## config.mk

```make
export PLATFORM = sky130hd
export DESIGN_NAME = mem_stage_lsu
export DESIGN_NICKNAME = d
export VERILOG_FILES = /design/src/rtl/mem_pkg.sv /design/src/rtl/load_align.sv /design/src/rtl/mem_stage_lsu.sv
export SDC_FILE = /design/constraint.sdc
export NUM_CORES = 1
export LEC_CHECK = 0
export ABC_CLOCK_PERIOD_IN_PS = 1800
export BUFFER_PORTS_ARGS = -buffer_cell sky130_fd_sc_hd__buf_2
export CAP_MARGIN = 20
export CELL_PAD_IN_SITES_DETAIL_PLACEMENT = 1
export CELL_PAD_IN_SITES_GLOBAL_PLACEMENT = 2
export CORE_MARGIN = 1
export CORE_UTILIZATION = 29
export DETAILED_ROUTE_END_ITERATION = 8
export PLACE_DENSITY_LB_ADDON = 0.1
export SLEW_MARGIN = 20
export SYNTH_ARGS = -nofsm -noshare
export SYNTH_HDL_FRONTEND = slang
export SYNTH_SLANG_ARGS = --single-unit
```

## constraint.sdc

```tcl
create_clock -name clk -period 1.8 [get_ports clk]
set_clock_uncertainty 0.05 [all_clocks]
set_input_delay 0 -clock clk [delete_from_list [all_inputs] [get_ports clk]]
set_output_delay 0 -clock clk [all_outputs]
set_load 0.01 [all_outputs]
```

## src/rtl/mem_pkg.sv

```systemverilog
// Shared types and helpers for the memory-stage load/store unit.
package mem_pkg;

   typedef enum logic [1:0] {
      IDLE = 2'd0,
      BUSY = 2'd1,
      DONE = 2'd2
   } lsu_state_t;

   localparam logic [2:0] F3_B  = 3'b000;
   localparam logic [2:0] F3_H  = 3'b001;
   localparam logic [2:0] F3_W  = 3'b010;
   localparam logic [2:0] F3_BU = 3'b100;
   localparam logic [2:0] F3_HU = 3'b101;

   // size is funct3[1:0]: 00 byte, 01 half, otherwise word.
   function automatic logic [3:0] be_for(input logic [1:0] size, input logic [1:0] off);
      case (size)
         2'b00:   be_for = 4'b0001 << off;
         2'b01:   be_for = 4'b0011 << {off[1], 1'b0};
         default: be_for = 4'b1111;
      endcase
   endfunction

endpackage

```

## src/rtl/load_align.sv

```systemverilog
// Load lane select: moves the addressed byte/half down to bit 0 and extends it.
module load_align
   import mem_pkg::*;
#(
   parameter int DATA_WIDTH = 32
) (
   input  logic [DATA_WIDTH-1:0] rdata_i,
   input  logic [1:0]            off_i,
   input  logic [2:0]            funct3_i,
   output logic [DATA_WIDTH-1:0] result_o
);

   logic [DATA_WIDTH-1:0] lane;
   logic signed [7:0]     byte_s;
   logic signed [15:0]    half_s;

   always_comb begin
      lane   = rdata_i >> {off_i, 3'b000};
      byte_s = $signed(lane[7:0]);
      half_s = $signed(lane[15:0]);
      case (funct3_i)
         F3_B:    result_o = DATA_WIDTH'(byte_s);
         F3_H:    result_o = DATA_WIDTH'(half_s);
         F3_BU:   result_o = DATA_WIDTH'(lane[7:0]);
         F3_HU:   result_o = DATA_WIDTH'(lane[15:0]);
         default: result_o = lane;
      endcase
   end

endmodule

```

## src/rtl/mem_stage_lsu.sv

```systemverilog
// Memory-stage load/store unit: one bus transaction per load/store, stalling
// the pipeline until the bus completes and returning extended load data.
module mem_stage_lsu
   import mem_pkg::*;
#(
   parameter int DATA_WIDTH = 32
) (
   input  logic                  clk,
   input  logic                  rst_n,
   input  logic                  ValidM_i,
   input  logic                  MemReadM_i,
   input  logic                  MemWriteM_i,
   input  logic [2:0]            Funct3M_i,
   input  logic [DATA_WIDTH-1:0] ALUResultM_i,
   input  logic [DATA_WIDTH-1:0] WriteDataM_i,
   output logic                  StallM_o,
   output logic                  mem_req_o,
   output logic                  mem_we_o,
   output logic [DATA_WIDTH-1:0] mem_addr_o,
   output logic [3:0]            mem_be_o,
   output logic [DATA_WIDTH-1:0] mem_wdata_o,
   input  logic                  mem_ready_i,
   input  logic [DATA_WIDTH-1:0] mem_rdata_i,
   output logic [DATA_WIDTH-1:0] ReadDataW_o,
   output logic                  ReadValidW_o,
   output logic                  AccessErrM_o
);

   lsu_state_t            state_q, state_d;
   logic [DATA_WIDTH-1:0] addr_q, addr_d;
   logic [DATA_WIDTH-1:0] wdata_q, wdata_d;
   logic [DATA_WIDTH-1:0] rdata_q, rdata_d;
   logic [3:0]            be_q, be_d;
   logic [2:0]            f3_q, f3_d;
   logic [1:0]            off_q, off_d;
   logic                  we_q, we_d;
   logic                  rvalid_q, rvalid_d;
   logic                  err_q, err_d;

   logic                  one_op, f3_legal, aligned, accept, reject;
   logic [DATA_WIDTH-1:0] lane_wdata;
   logic [DATA_WIDTH-1:0] load_res;

   load_align #(.DATA_WIDTH(DATA_WIDTH)) u_align (
      .rdata_i  (mem_rdata_i),
      .off_i    (off_q),
      .funct3_i (f3_q),
      .result_o (load_res)
   );

   // Decode of the instruction currently presented by the pipeline register.
   always_comb begin
      one_op = MemReadM_i ^ MemWriteM_i;
      case (Funct3M_i)
         F3_B, F3_H, F3_W: f3_legal = 1'b1;
         F3_BU, F3_HU:     f3_legal = ~MemWriteM_i;
         default:          f3_legal = 1'b0;
      endcase
      case (Funct3M_i[1:0])
         2'b01:   aligned = ~ALUResultM_i[0];
         2'b10:   aligned = (ALUResultM_i[1:0] == 2'b00);
         default: aligned = 1'b1;
      endcase
      case (Funct3M_i[1:0])
         2'b00:   lane_wdata = {4{WriteDataM_i[7:0]}};
         2'b01:   lane_wdata = {2{WriteDataM_i[15:0]}};
         default: lane_wdata = WriteDataM_i;
      endcase
      accept = (state_q == IDLE) && ValidM_i && one_op && f3_legal && aligned;
      reject = (state_q == IDLE) && ValidM_i && (MemReadM_i || MemWriteM_i) &&
               !(one_op && f3_legal && aligned);
   end

   always_comb begin
      state_d  = state_q;
      addr_d   = addr_q;
      wdata_d  = wdata_q;
      rdata_d  = rdata_q;
      be_d     = be_q;
      f3_d     = f3_q;
      off_d    = off_q;
      we_d     = we_q;
      rvalid_d = 1'b0;
      err_d    = reject;
      case (state_q)
         IDLE: begin
            if (accept) begin
               state_d = BUSY;
               addr_d  = {ALUResultM_i[DATA_WIDTH-1:2], 2'b00};
               off_d   = ALUResultM_i[1:0];
               be_d    = be_for(Funct3M_i[1:0], ALUResultM_i[1:0]);
               wdata_d = lane_wdata;
               we_d    = MemWriteM_i;
               f3_d    = Funct3M_i;
            end
         end
         BUSY: begin
            if (mem_ready_i) begin
               state_d = DONE;
               if (!we_q) begin
                  rdata_d  = load_res;
                  rvalid_d = 1'b1;
               end
            end
         end
         // DONE keeps the still-resident instruction from being issued twice.
         DONE:    state_d = IDLE;
         default: state_d = IDLE;
      endcase
   end

   always_ff @(posedge clk or negedge rst_n) begin
      if (!rst_n) begin
         state_q  <= IDLE;
         addr_q   <= '0;
         wdata_q  <= '0;
         rdata_q  <= '0;
         be_q     <= '0;
         f3_q     <= '0;
         off_q    <= '0;
         we_q     <= 1'b0;
         rvalid_q <= 1'b0;
         err_q    <= 1'b0;
      end else begin
         state_q  <= state_d;
         addr_q   <= addr_d;
         wdata_q  <= wdata_d;
         rdata_q  <= rdata_d;
         be_q     <= be_d;
         f3_q     <= f3_d;
         off_q    <= off_d;
         we_q     <= we_d;
         rvalid_q <= rvalid_d;
         err_q    <= err_d;
      end
   end

   // The accept cycle stalls combinationally so upstream freezes immediately.
   assign StallM_o     = accept || (state_q == BUSY);
   assign mem_req_o    = (state_q == BUSY);
   assign mem_we_o     = we_q;
   assign mem_addr_o   = addr_q;
   assign mem_be_o     = be_q;
   assign mem_wdata_o  = wdata_q;
   assign ReadDataW_o  = rdata_q;
   assign ReadValidW_o = rvalid_q;
   assign AccessErrM_o = err_q;

endmodule

```

* After elaboration in Yosys (flattened, before gate mapping)
Index checks and enable logic that the tools add are counted.
** Storage, ports and cells
- Bits in registers :: 108
** Cells by class
- Muxes and demuxes :: 11
- Bitwise operators :: 4
- Reduce and logical (&&, ||, !) cells :: 21
- Shifts and indexed selects :: 3
- Equality and inequality tests :: 12
** Operators with widths (number)
- $pmux 32 s4 :: 1
- $pmux 32 s2 :: 1
- $shr 32x5->32 :: 1
- $eq 3x3->1 const B :: 4
- $logic_and 1x1->1 :: 8
- $pmux 4 s2 :: 1
- $eq 3x1->1 const B :: 2
- $logic_not 2->1 :: 3
- $logic_not 3->1 :: 2
- $eq 2x1->1 const B :: 2
- $mux 2 :: 2
- $pmux 1 s2 :: 2
- $pmux 2 s2 :: 1
- $reduce_and 2->1 :: 2
- $shl 1x2->4 const A :: 1
- $shl 2x2->4 const A :: 1
- $eq 3x2->1 const B :: 1
- $mux 1 :: 3
- $not 1->1 :: 3
- $reduce_and 3->1 :: 1
- $reduce_or 3->1 :: 1
- $eq 2x2->1 const B :: 1
- $logic_or 1x1->1 :: 2
- $ne 2x1->1 const B :: 1
- other kinds (4) :: 4

* Longest topological paths before layout
Gate-level depths: netlist of run 1.
- Depth after elaboration :: 7
- Mapped depth :: 9
- Depth with buffers taken out :: 6

* By module
Synthesis of run 1 repeated with hierarchy kept, for this count alone.
** Second synthesis, totals
- Cells, all modules :: 413
- Area total of the unflattened synthesis :: 5509.0 um^2
** By module, submodules not included
- mem_stage_lsu :: sequential area each 2702.6 um^2, area an instance 4814.6 um^2, times used 1, cells an instance 306
- load_align :: sequential area each 0.0 um^2, area an instance 694.4 um^2, times used 1, cells an instance 107

* Worst setup path before layout of run 1
Ideal clock, no wire load.
- Path kind :: input -> register
- Start point :: input port Funct3M_i[1]
- End point :: register wdata_q[22], in the netlist mem_wdata_o[22]
- Library setup time :: 0.127 ns
- Arrival time :: 1.520 ns
- Path buffers :: 2
- Path slack :: 0.102 ns
- Cell stages on the path :: 7
- Cell sequence :: inv_1 ha_1 buf_4 nor2_2 clkbuf_1 mux2_2 mux2_1
** Between the ends
- Word-level cells in the longest chain between the ends :: 6
- Elaborated cells between the ends (all ways) :: 16
- Those cells by class :: 6 x eq/ne; 3 x mux; 7 x reduce/logical
** RTL lines
- from (decl) :: RTL line mem_stage_lsu.sv:13 : input logic [2:0] Funct3M_i,
- $eq 3x1->1, or another cell as far along :: RTL line mem_stage_lsu.sv:54 : case (Funct3M_i)
- $reduce_or 3->1 or $reduce_or 2->1 (tied branches) :: RTL line mem_stage_lsu.sv:54
- $pmux 1 s2 :: RTL line mem_stage_lsu.sv:54
- $logic_and 1x1->1 (2 in a row) :: RTL line mem_stage_lsu.sv:69 : accept = (state_q == IDLE) && ValidM_i && one_op && f3_legal && aligned;
- $reduce_and 2->1 (no source line)
- to (signal assigned) :: RTL line mem_stage_lsu.sv:127 : wdata_q <= wdata_d;
- to (decl) :: RTL line mem_stage_lsu.sv:31 : logic [DATA_WIDTH-1:0] wdata_q, wdata_d;
Parallel ways exist; a longest one is shown, timed or not.
A chain may end at the register's enable or synchronous reset.

* Worst setup path after layout of run 1
- Start point :: register state_q[0]
- End point :: register be_q[1], in the netlist mem_be_o[1]
** Between the ends
- Word-level cells in the longest chain between the ends :: 6
** RTL lines
- from (decl) :: RTL line mem_stage_lsu.sv:29 : lsu_state_t state_q, state_d;
- from (signal assigned) :: RTL line mem_stage_lsu.sv:125 : state_q <= state_d;
- $logic_not 2->1 * :: RTL line mem_stage_lsu.sv:69, mem_stage_lsu.sv:85
- $logic_and 1x1->1 (4 in a row) :: RTL line mem_stage_lsu.sv:69
- $reduce_and 2->1 (no source line) *
- to (signal assigned) :: RTL line mem_stage_lsu.sv:118 : be_q <= '0;
- to (signal assigned) :: RTL line mem_stage_lsu.sv:129 : be_q <= be_d;
- to (decl) :: RTL line mem_stage_lsu.sv:33 : logic [3:0] be_q, be_d;
Every way passes the cells marked *; elsewhere a longest branch is shown, timed or not.

==> reports/qor.csv, run 1 <==
metric,value,unit
outcome,completed,
report.power.total,10.4,mW
synth_top_area_share,53.0,%
start_kind,flip-flop,
final_util,44.8,%
numCtsBuffers,9,
setup-violations-final,0,
crit_path_top_delay_cell,dfrtp_1,
die_h,135,um
drv_slew,0,
p_per_area,1340,nW/um^2
fmax,0.566,GHz
max_stage_delay,0.41,ns
synth_seq_cells,108,
drc,0,
overflow,0,
wirelength,16300,um
htree_num_levels,3,
fin_cells,968,
diodes,0,
design_area,7730,um^2
core,17200,um^2
seq_area_frac_synth,53.0,%
critPathMaxFanout,28,
ys_async_sr_fraction,100,%
via_per_inst,4.70,
grt_pass1_vias,4856,
postSynthAreaPerCell,11.6,um^2
period_minus_slack,1.77,ns
grt_pass1_wl,25300,um
drtIter0Drc,115,
place_inst,861,
yosys.area.top_type,dfrtp_1,
yosys_warnings,0,
io_pins,210,
dr.pass1.iters,4,
maxCapViolations,0,
cts_tree,done,
initial_core_util,29.6,%
via_count,4548,
final_layout_size_suffix_gt1_share,38.4,%
synth_top_flop_cell,dfrtp_1,
pre_cts_slack,-0.0429,ns
portBuffers,207,
critPathArrivalTime,1.95,ns
cp-end-kind,flip-flop,
setup_ws,0.0337,ns
syn_to_final_growth,51.5,%
path_clk_slew,0.07,ns
hp-class,in -> reg,
finalHoldViolCount,0,
hpwl,11400,um
nets,847,
synth_most_common_cell,dfrtp_1,
netlist_top_cells_count,"dfrtp_1 (108), mux2_1 (58), nand2_1 (42), nand3_1 (31), mux2_2 (30)",
cts.sinks,108,
drtAntennaViolNets,0,
num_rows,48,
power_leakage,3.83,nW
slew_headroom,64.8,%
dieArea,18100,um^2
crit_type,reg -> reg,
min_period_over_period,98.1,%
synth_edf_count,0,
grt_usage,18.0,%
routedWlPerCell,16.9,um
synth_cell_type_count,40,
die_x,135,um
synthesis.area,5100,um^2
cts.path.max_buffers,2,
place_area,6450,um^2
rsz0062_at_grt,true,
clkLatencyLatePin,0.35,ns
place_congestion,0.764,
tightest_slew,0.528,ns
grt_max_degree,58,
antenna_found_initial,0,
crit_chain,nor3b_2 -> nand4_1 -> buf_4 -> buf_12 -> mux2_1,
cts-root-buf,clkbuf_16,
crit_required,1.98,ns
synthTopCellsByArea,"dfrtp_1 (53%), mux2_1 (13%), mux2_2 (6.6%)",
syn_inst,438,
peakVddDrop,0.570,mV
[cell usage in the layout, fill, tap and decap left out, types with 2 or more instances in the layout]
| master | n |
|---|---|
| a21oi_1 | 15 |
| a22o_1 | 8 |
| a22oi_1 | 8 |
| and2_1 | 6 |
| and3b_1 | 2 |
| buf_12 | 4 |
| buf_2 | 205 |
| buf_4 | 20 |
| buf_6 | 2 |
| bufinv_16 | 2 |
| clkbuf_16 | 10 |
| conb_1 | 2 |
| dfrtp_1 | 108 |
| dlygate4sd3_1 | 87 |
| ha_1 | 4 |
| inv_1 | 7 |
| inv_8 | 2 |
| mux2_1 | 57 |
| mux2_2 | 30 |
| mux2i_1 | 18 |
| nand2_1 | 41 |
| nand2b_1 | 4 |
| nand3_1 | 31 |
| nor2_1 | 24 |
| nor2b_1 | 3 |
| nor3_1 | 2 |
| o21ai_0 | 16 |
| o22ai_1 | 5 |
[per-stage QoR]
| stage | TNS [ns] | hold slack, ns |
|---|---|---|
| final | 0 | 0.0158 |
| after global routing | -0.269 | 0.0404 |
| after CTS | 0 | 0.00447 |
| after detailed placement | -1.34 | -0.0416 |
| after global placement | 0 | -0.0382 |
| after floorplan | 0 | -0.346 |
[final cells by class]
type                       count  area (um^2)
inverter                       8         30.0
multi-input combinational    292         2200
clock buffer                   9          225
fill                        1964         9510
sequential                   108         2700
timing repair buffer         319         2170
clock inverter                 7          115
tap                          225          282
[logic make-up after synthesis]
kind of cell,share of synthesized area [%]
AO/OA/AOI/OAI,7.29
flip-flops,53.0
other,0.0735
buffers and inverters,4.20
multiplexers,23.4
adder cells (fa/ha/maj),0.982
AND/OR/NAND/NOR,11.0
[repair_timing]
| action | CTS | global route |
|---|---|---|
| resized for setup | 1 | 7 |
| setup endpoints to repair | 1 | 2 |
| setup buffers | 0 | 3 |
| pin swaps | 0 | 3 |
| endpoints found under the hold margin | 124 | 0 |
| hold buffers | 87 | 0 |
| cloned | 0 | 1 |
[worst max-delay path, delay by kind of cell, from the launching register on]
kind	cells	cell delay, ns
flops	1	0.41
simple gates	2	0.46
mux	1	0.33
buf+inv	2	0.39
[final timing paths]
check                                           start                           to  slack, ns  cells past startpoint
max                            state_q[0]$_DFFE_PN0P_      mem_be_o[1]$_DFFE_PN0P_       0.03                      5
min                                   mem_rdata_i[23]  ReadDataW_o[15]$_DFFE_PN0P_       0.02                      4
max reg2reg                    state_q[0]$_DFFE_PN0P_      mem_be_o[1]$_DFFE_PN0P_       0.03                      5
min reg2reg                ReadDataW_o[4]$_DFFE_PN0P_   ReadDataW_o[4]$_DFFE_PN0P_       0.43                      2
max in group asynchronous                       rst_n  ReadDataW_o[20]$_DFFE_PN0P_       0.97                      3
min in group asynchronous                       rst_n  ReadDataW_o[26]$_DFFE_PN0P_       0.11                      2
[sequential cells by signal, summed over array words and instances, names as in the netlist]
signal        count
off_q             2
mem_wdata_o      32
state_q           2
ReadValidW_o      1
f3_q              3
mem_be_o          4
ReadDataW_o      32
mem_addr_o       30
AccessErrM_o      1
mem_we_o          1
[report_power, final]
part           internal (mW)  switching [mW]  leakage (nW)
clock                   1.26           0.997         0.163
sequential              3.48           0.587          1.31
combinational           1.96            2.08          2.36
total                   6.70            3.66          3.83
[layer usage]
metal / vias up / track usage [%] / share of wire [%]
met3: 13 / 3.90 / 4.8
li1: 2138 / - / -
met5: - / 0 / 0
met2: 115 / 31.8 / 51
met1: 2282 / 22.0 / 42
met4: 0 / 5.62 / 1.3
(Power assumes the default switching activity.)
==> run 2, diff against run 1 <==
--- a/config.mk
+++ b/config.mk
@@ -5,13 +5,13 @@
 export SDC_FILE = /design/constraint.sdc
 export NUM_CORES = 1
 export LEC_CHECK = 0
-export ABC_CLOCK_PERIOD_IN_PS = 1800
+export ABC_CLOCK_PERIOD_IN_PS = 1600
 export BUFFER_PORTS_ARGS = -buffer_cell sky130_fd_sc_hd__buf_2
 export CAP_MARGIN = 20
 export CELL_PAD_IN_SITES_DETAIL_PLACEMENT = 1
 export CELL_PAD_IN_SITES_GLOBAL_PLACEMENT = 2
 export CORE_MARGIN = 1
-export CORE_UTILIZATION = 29
+export CORE_UTILIZATION = 27
 export DETAILED_ROUTE_END_ITERATION = 8
 export PLACE_DENSITY_LB_ADDON = 0.1
 export SLEW_MARGIN = 20
==> constraint.sdc (replaced) <==
create_clock -name clk -period 1.6 [get_ports clk]
set_clock_uncertainty 0.05 [all_clocks]
set_input_delay 0 -clock clk [delete_from_list [all_inputs] [get_ports clk]]
set_output_delay 0 -clock clk [all_outputs]
set_load 0.01 [all_outputs]
==> reports/qor.csv, run 2 (synthesized netlist as in run 1, its figures left out) <==
metric,value,unit,change
maxCapViolations,0,,unchanged
dieArea,19400,um^2,+7.3%
pre_cts_slack,-0.260,ns,-0.217 ns
outcome,"finished, violations left",,
antenna_found_initial,0,,unchanged
clkLatencyLatePin,0.35,ns,about the same
grt_usage,18.2,%,+0.18 points
dr.pass1.iters,4,,unchanged
violations,setup timing,,
path_depth,5,,unchanged
rsz0062_at_grt,true,,
start_kind,flip-flop,,
numCtsBuffers,9,,unchanged
core,18200,um^2,+5.6%
cp_common_cell,buf_12,,
path_clk_slew,0.08,ns,about the same
cts.path.max_buffers,2,,unchanged
report.power.total,12.1,mW,+17%
fillers,2040,,+3.9%
initial_core_util,28.0,%,-1.6 points
grt_max_degree,43,,-26%
cts.sinks,108,,unchanged
cts-root-buf,clkbuf_16,,
die_h,139,um,+3.6%
drtAntennaViolNets,0,,unchanged
multiInputGateArea,2320,um^2,+5.7%
design_area,8000,um^2,+3.6%
crit_path_top_delay_cell,dfrtp_1,,
min_path_cells,5,,+1
die_x,139,um,+3.6%
via_count,4544,,-0.088%
seq_area,2710,um^2,about the same
reg2regPathDepth,5,,unchanged
cp-end-kind,flip-flop,,
power_leakage,4.02,nW,+4.8%
fin_cells,990,,+2.3%
crit_chain,nor3b_2 -> nand4_1 -> buf_12 -> buf_12 -> mux2_1,,
nets,865,,+2.1%
overflow,0,,unchanged
period_minus_slack,1.69,ns,-0.0780 ns
hpwl,12300,um,+7.7%
peakVddDrop,0.776,mV,+36%
crit_family,flip-flops,,
grt_pass1_wl,27400,um,+8.3%
finalHoldViolCount,0,,unchanged
holdWs,0.0401,ns,+0.0244 ns
routedWlPerCell,17.2,um,+1.8%
crit_buf_inv,2,,unchanged
portBuffers,207,,unchanged
final_util,43.9,%,-0.88 points
place_inst,887,,+3.0%
htree_num_levels,3,,unchanged
fmax,0.592,GHz,+4.6%
diodes,0,,unchanged
finalSetupTns,-3.31,ns,-3.31 ns
io_pins,210,,unchanged
setup_ws,-0.0883,ns,-0.122 ns
place_congestion,0.791,,+3.6%
min_period_over_period,106,%,+7.4 points
critPathMaxFanout,20,,-29%
final_cell_mix,"buf_2 (206), dfrtp_1 (106), dlygate4sd3_1 (84)",,
max_stage_delay,0.43,ns,+0.02 ns
setup-violations-final,68,,+68
drtIter0Drc,120,,+4.3%
syn_to_final_growth,56.9,%,
crit_type,reg -> reg,,
drv_slew,0,,unchanged
grt_pass1_vias,5076,,+4.5%
final_common_cell,buf_2,,
drc,0,,unchanged
place_area,6660,um^2,+3.3%
crit_required,1.78,ns,-0.20 ns
hp-class,in -> reg,,
cts_tree,done,,
via_per_inst,4.59,,-2.3%
critPathArrivalTime,1.87,ns,-0.08 ns
num_rows,49,,+2.1%
wirelength,17000,um,+4.1%
final_layout_size_suffix_gt1_share,43.8,%,+5.4 points
p_per_area,1510,nW/um^2,+13%
-- run 2: path summary, 6_finish.rpt --
kind	slack, ns	end	start
min reg2reg	0.43	ReadDataW_o[1]$_DFFE_PN0P_	ReadDataW_o[1]$_DFFE_PN0P_
max	-0.09	mem_addr_o[14]$_DFFE_PN0P_	state_q[0]$_DFFE_PN0P_
min in group asynchronous	0.08	ReadDataW_o[30]$_DFFE_PN0P_	rst_n
min	0.04	ReadDataW_o[2]$_DFFE_PN0P_	mem_rdata_i[2]
max in group asynchronous	0.81	off_q[1]$_DFFE_PN0P_	rst_n
max reg2reg	-0.09	mem_addr_o[14]$_DFFE_PN0P_	state_q[0]$_DFFE_PN0P_
-- run 2: repair_timing --
item,4_1_cts,5_1_grt
pin swaps,2,0
hold endpoints to repair,186,0
hold buffers,84,0
buffers inserted,2,1
gates resized for setup,11,27
setup endpoints to repair,81,95
-- run 2: area by class of cell --
class / instances / share of cell area, %
Inverter: 8 / 0.375
Sequential cell: 108 / 33.8
Multi-Input combinational cell: 292 / 29.0
Clock buffer: 10 / 2.86
Tap cell: 229 / 3.58
Clock inverter: 6 / 1.20
Timing Repair Buffer: 337 / 29.1
-- run 2: layer usage --
metal  GRT usage, %  wire (um)
met1           22.6       7430
met2           31.6       8450
met3           3.92        870
met4           5.50        250
met5              0          0
-- run 2: worst reg2reg max path, cell delays in order, from the launching register on --
cell and delay, ns:
dfrtp_1 0.43, nor3b_2 0.21, nand4_1 0.18, buf_12 0.21, buf_12 0.17, mux2_1 0.33
-- run 2: power by group --
part,leakage [nW],switching (mW),internal [mW]
registers,1.31,0.705,3.92
logic,2.55,2.47,2.52
clock network,0.155,1.07,1.39
total,4.02,4.25,7.84
==> run 3, diff against run 2 <==
--- a/config.mk
+++ b/config.mk
@@ -13,8 +13,8 @@
 export CORE_MARGIN = 1
 export CORE_UTILIZATION = 27
 export DETAILED_ROUTE_END_ITERATION = 8
+export MAX_ROUTING_LAYER = met4
 export PLACE_DENSITY_LB_ADDON = 0.1
-export SLEW_MARGIN = 20
 export SYNTH_ARGS = -nofsm -noshare
 export SYNTH_HDL_FRONTEND = slang
 export SYNTH_SLANG_ARGS = --single-unit
==> reports/qor.csv, run 3 (synthesized netlist as in run 1, its figures left out) <==
metric,value,unit,change
outcome,"finished, violations left",,
violations,setup timing,,
maxCapViolations,0,,unchanged
io_pins,210,,unchanged
holdWs,0.0397,ns,-0.000417 ns
via_per_inst,4.59,,about the same
r2r_slack,-0.09,ns,about the same
cp-end-kind,flip-flop,,
critPathArrivalTime,1.87,ns,about the same
dr_wl_met2,8420,um,-0.32%
final_layout_size_suffix_gt1_share,43.8,%,unchanged
period_minus_slack,1.69,ns,+0.00113 ns
crit_required,1.78,ns,about the same
finalHoldViolCount,0,,unchanged
wirelength,16900,um,-0.33%
hpwl,12300,um,unchanged
nets,865,,unchanged
numCtsBuffers,9,,unchanged
startpoint,state_q[0]$_DFFE_PN0P_,,
place_congestion,0.803,,+1.4%
core,18200,um^2,unchanged
reg2reg_to,mem_addr_o[14]$_DFFE_PN0P_,,
grt_max_degree,43,,unchanged
crit_path_end,mem_addr_o[14]$_DFFE_PN0P_,,
portBuffers,207,,unchanged
final_common_cell,buf_2,,
dr.max_layer_used,met4,,
dr.pass1.iters,4,,unchanged
die_x,139,um,unchanged
syn_to_final_growth,56.9,%,unchanged
setup_ws,-0.0895,ns,-0.00113 ns
final_cell_mix,"buf_2 (206), dfrtp_1 (106), dlygate4sd3_1 (84)",,
grt_pass1_vias,5082,,+0.12%
critPathMaxFanout,20,,unchanged
report.power.total,12.1,mW,-0.11%
drtIter0Drc,106,,-12%
min_path_cells,5,,unchanged
num_rows,49,,unchanged
die_h,139,um,unchanged
cp_common_cell,buf_12,,
setup-violations-final,68,,unchanged
grt_pass1_wl,27400,um,-0.18%
reg2regPathDepth,5,,unchanged
diodes,0,,unchanged
crit_type,reg -> reg,,
overflow,0,,unchanged
hp-class,in -> reg,,
wl_met1,7460,um,+0.35%
routedWlPerCell,17.1,um,-0.33%
min_period_over_period,106,%,about the same
wl_met3,817,um,-6.1%
drv_slew,0,,unchanged
place_area,6660,um^2,unchanged
initial_core_util,28.0,%,unchanged
antenna_found_initial,0,,unchanged
crit_chain,nor3b_2 -> nand4_1 -> buf_12 -> buf_12 -> mux2_1,,
clkLatencyLatePin,0.35,ns,about the same
via_count,4541,,-0.066%
drc,0,,unchanged
r2r_start,state_q[0]$_DFFE_PN0P_,,
final_util,43.9,%,unchanged
peakVddDrop,0.775,mV,about the same
cts.path.max_buffers,2,,unchanged
cts-root-buf,clkbuf_16,,
htree_num_levels,3,,unchanged
crit_path_top_delay_cell,dfrtp_1,,
power_leakage,4.02,nW,unchanged
max_stage_delay,0.43,ns,about the same
grt_usage,18.8,%,+0.53 points
path_clk_slew,0.08,ns,about the same
drtAntennaViolNets,0,,unchanged
rsz0062_at_grt,true,,
p_per_area,1510,nW/um^2,-0.11%
cts_tree,done,,
cts.sinks,108,,unchanged
start_kind,flip-flop,,
fmax,0.592,GHz,about the same
dieArea,19400,um^2,unchanged
design_area,8000,um^2,unchanged
-- run 3: worst min-delay path by stage --
| stage | from | to | slack (ns) |
|---|---|---|---|
| finish | mem_rdata_i[5] | ReadDataW_o[5]$_DFFE_PN0P_ | 0.04 |
| global route | ValidM_i | AccessErrM_o$_DFF_PN0_ | 0.04 |
| CTS | mem_rdata_i[23] | ReadDataW_o[23]$_DFFE_PN0P_ | 0.02 |
| detailed placement | rst_n | ReadDataW_o[24]$_DFFE_PN0P_ | -0.08 |
| global placement | rst_n | ReadDataW_o[30]$_DFFE_PN0P_ | -0.08 |
| floorplan | rst_n | AccessErrM_o$_DFF_PN0_ | -0.35 |
-- run 3: report_power, final --
part / internal, mW / leakage, nW / switching (mW) / total, mW
Clock: 1.39 / 0.155 / 1.06 / 2.45
Combinational: 2.52 / 2.55 / 2.47 / 4.99
Sequential: 3.92 / 1.31 / 0.701 / 4.62
Total: 7.84 / 4.02 / 4.24 / 12.1
-- run 3: critical path, delay by kind of cell, from the launching register on --
kind | cells | cell delay, ns
DFF | 1 | 0.43
buffers and inverters | 2 | 0.37
and+or+nand+nor | 2 | 0.39
muxes | 1 | 0.33
-- run 3: timing repair --
| action | CTS | global route |
|---|---|---|
| hold endpoints to repair | 186 | 0 |
| setup endpoints to repair | 81 | 94 |
| buffers inserted | 2 | 1 |
| gates resized for setup | 11 | 27 |
| hold buffers | 84 | 0 |
| pin swaps | 2 | 0 |
-- run 3: metal layers --
layer	up-vias	GRT usage [%]
met5	-	-
met2	124	31.7
met1	2224	22.6
li1	2173	-
met4	0	5.50
met3	20	3.65
-- run 3: area by class of cell --
cell class / count / area, um^2
Fill cell: 2040 / 10200
Sequential cell: 108 / 2710
Timing Repair Buffer: 337 / 2330
Multi-Input combinational cell: 292 / 2320
Tap cell: 229 / 287
Clock buffer: 10 / 229
Clock inverter: 6 / 96.3
Inverter: 8 / 30.0
-- run 3: metrics by stage --
step | setup slack (ns) | std cells | TNS, ns
2_1_floorplan | 0.0233 | 439 | 0
3_3_place_gp | -0.188 | 887 | -11.78
3_5_place_dp | -0.260 | 887 | -15.30
4_1_cts | -0.0976 | 989 | -4.27
5_1_grt | -0.170 | 990 | -9.12
6_report | -0.0895 | 990 | -3.34
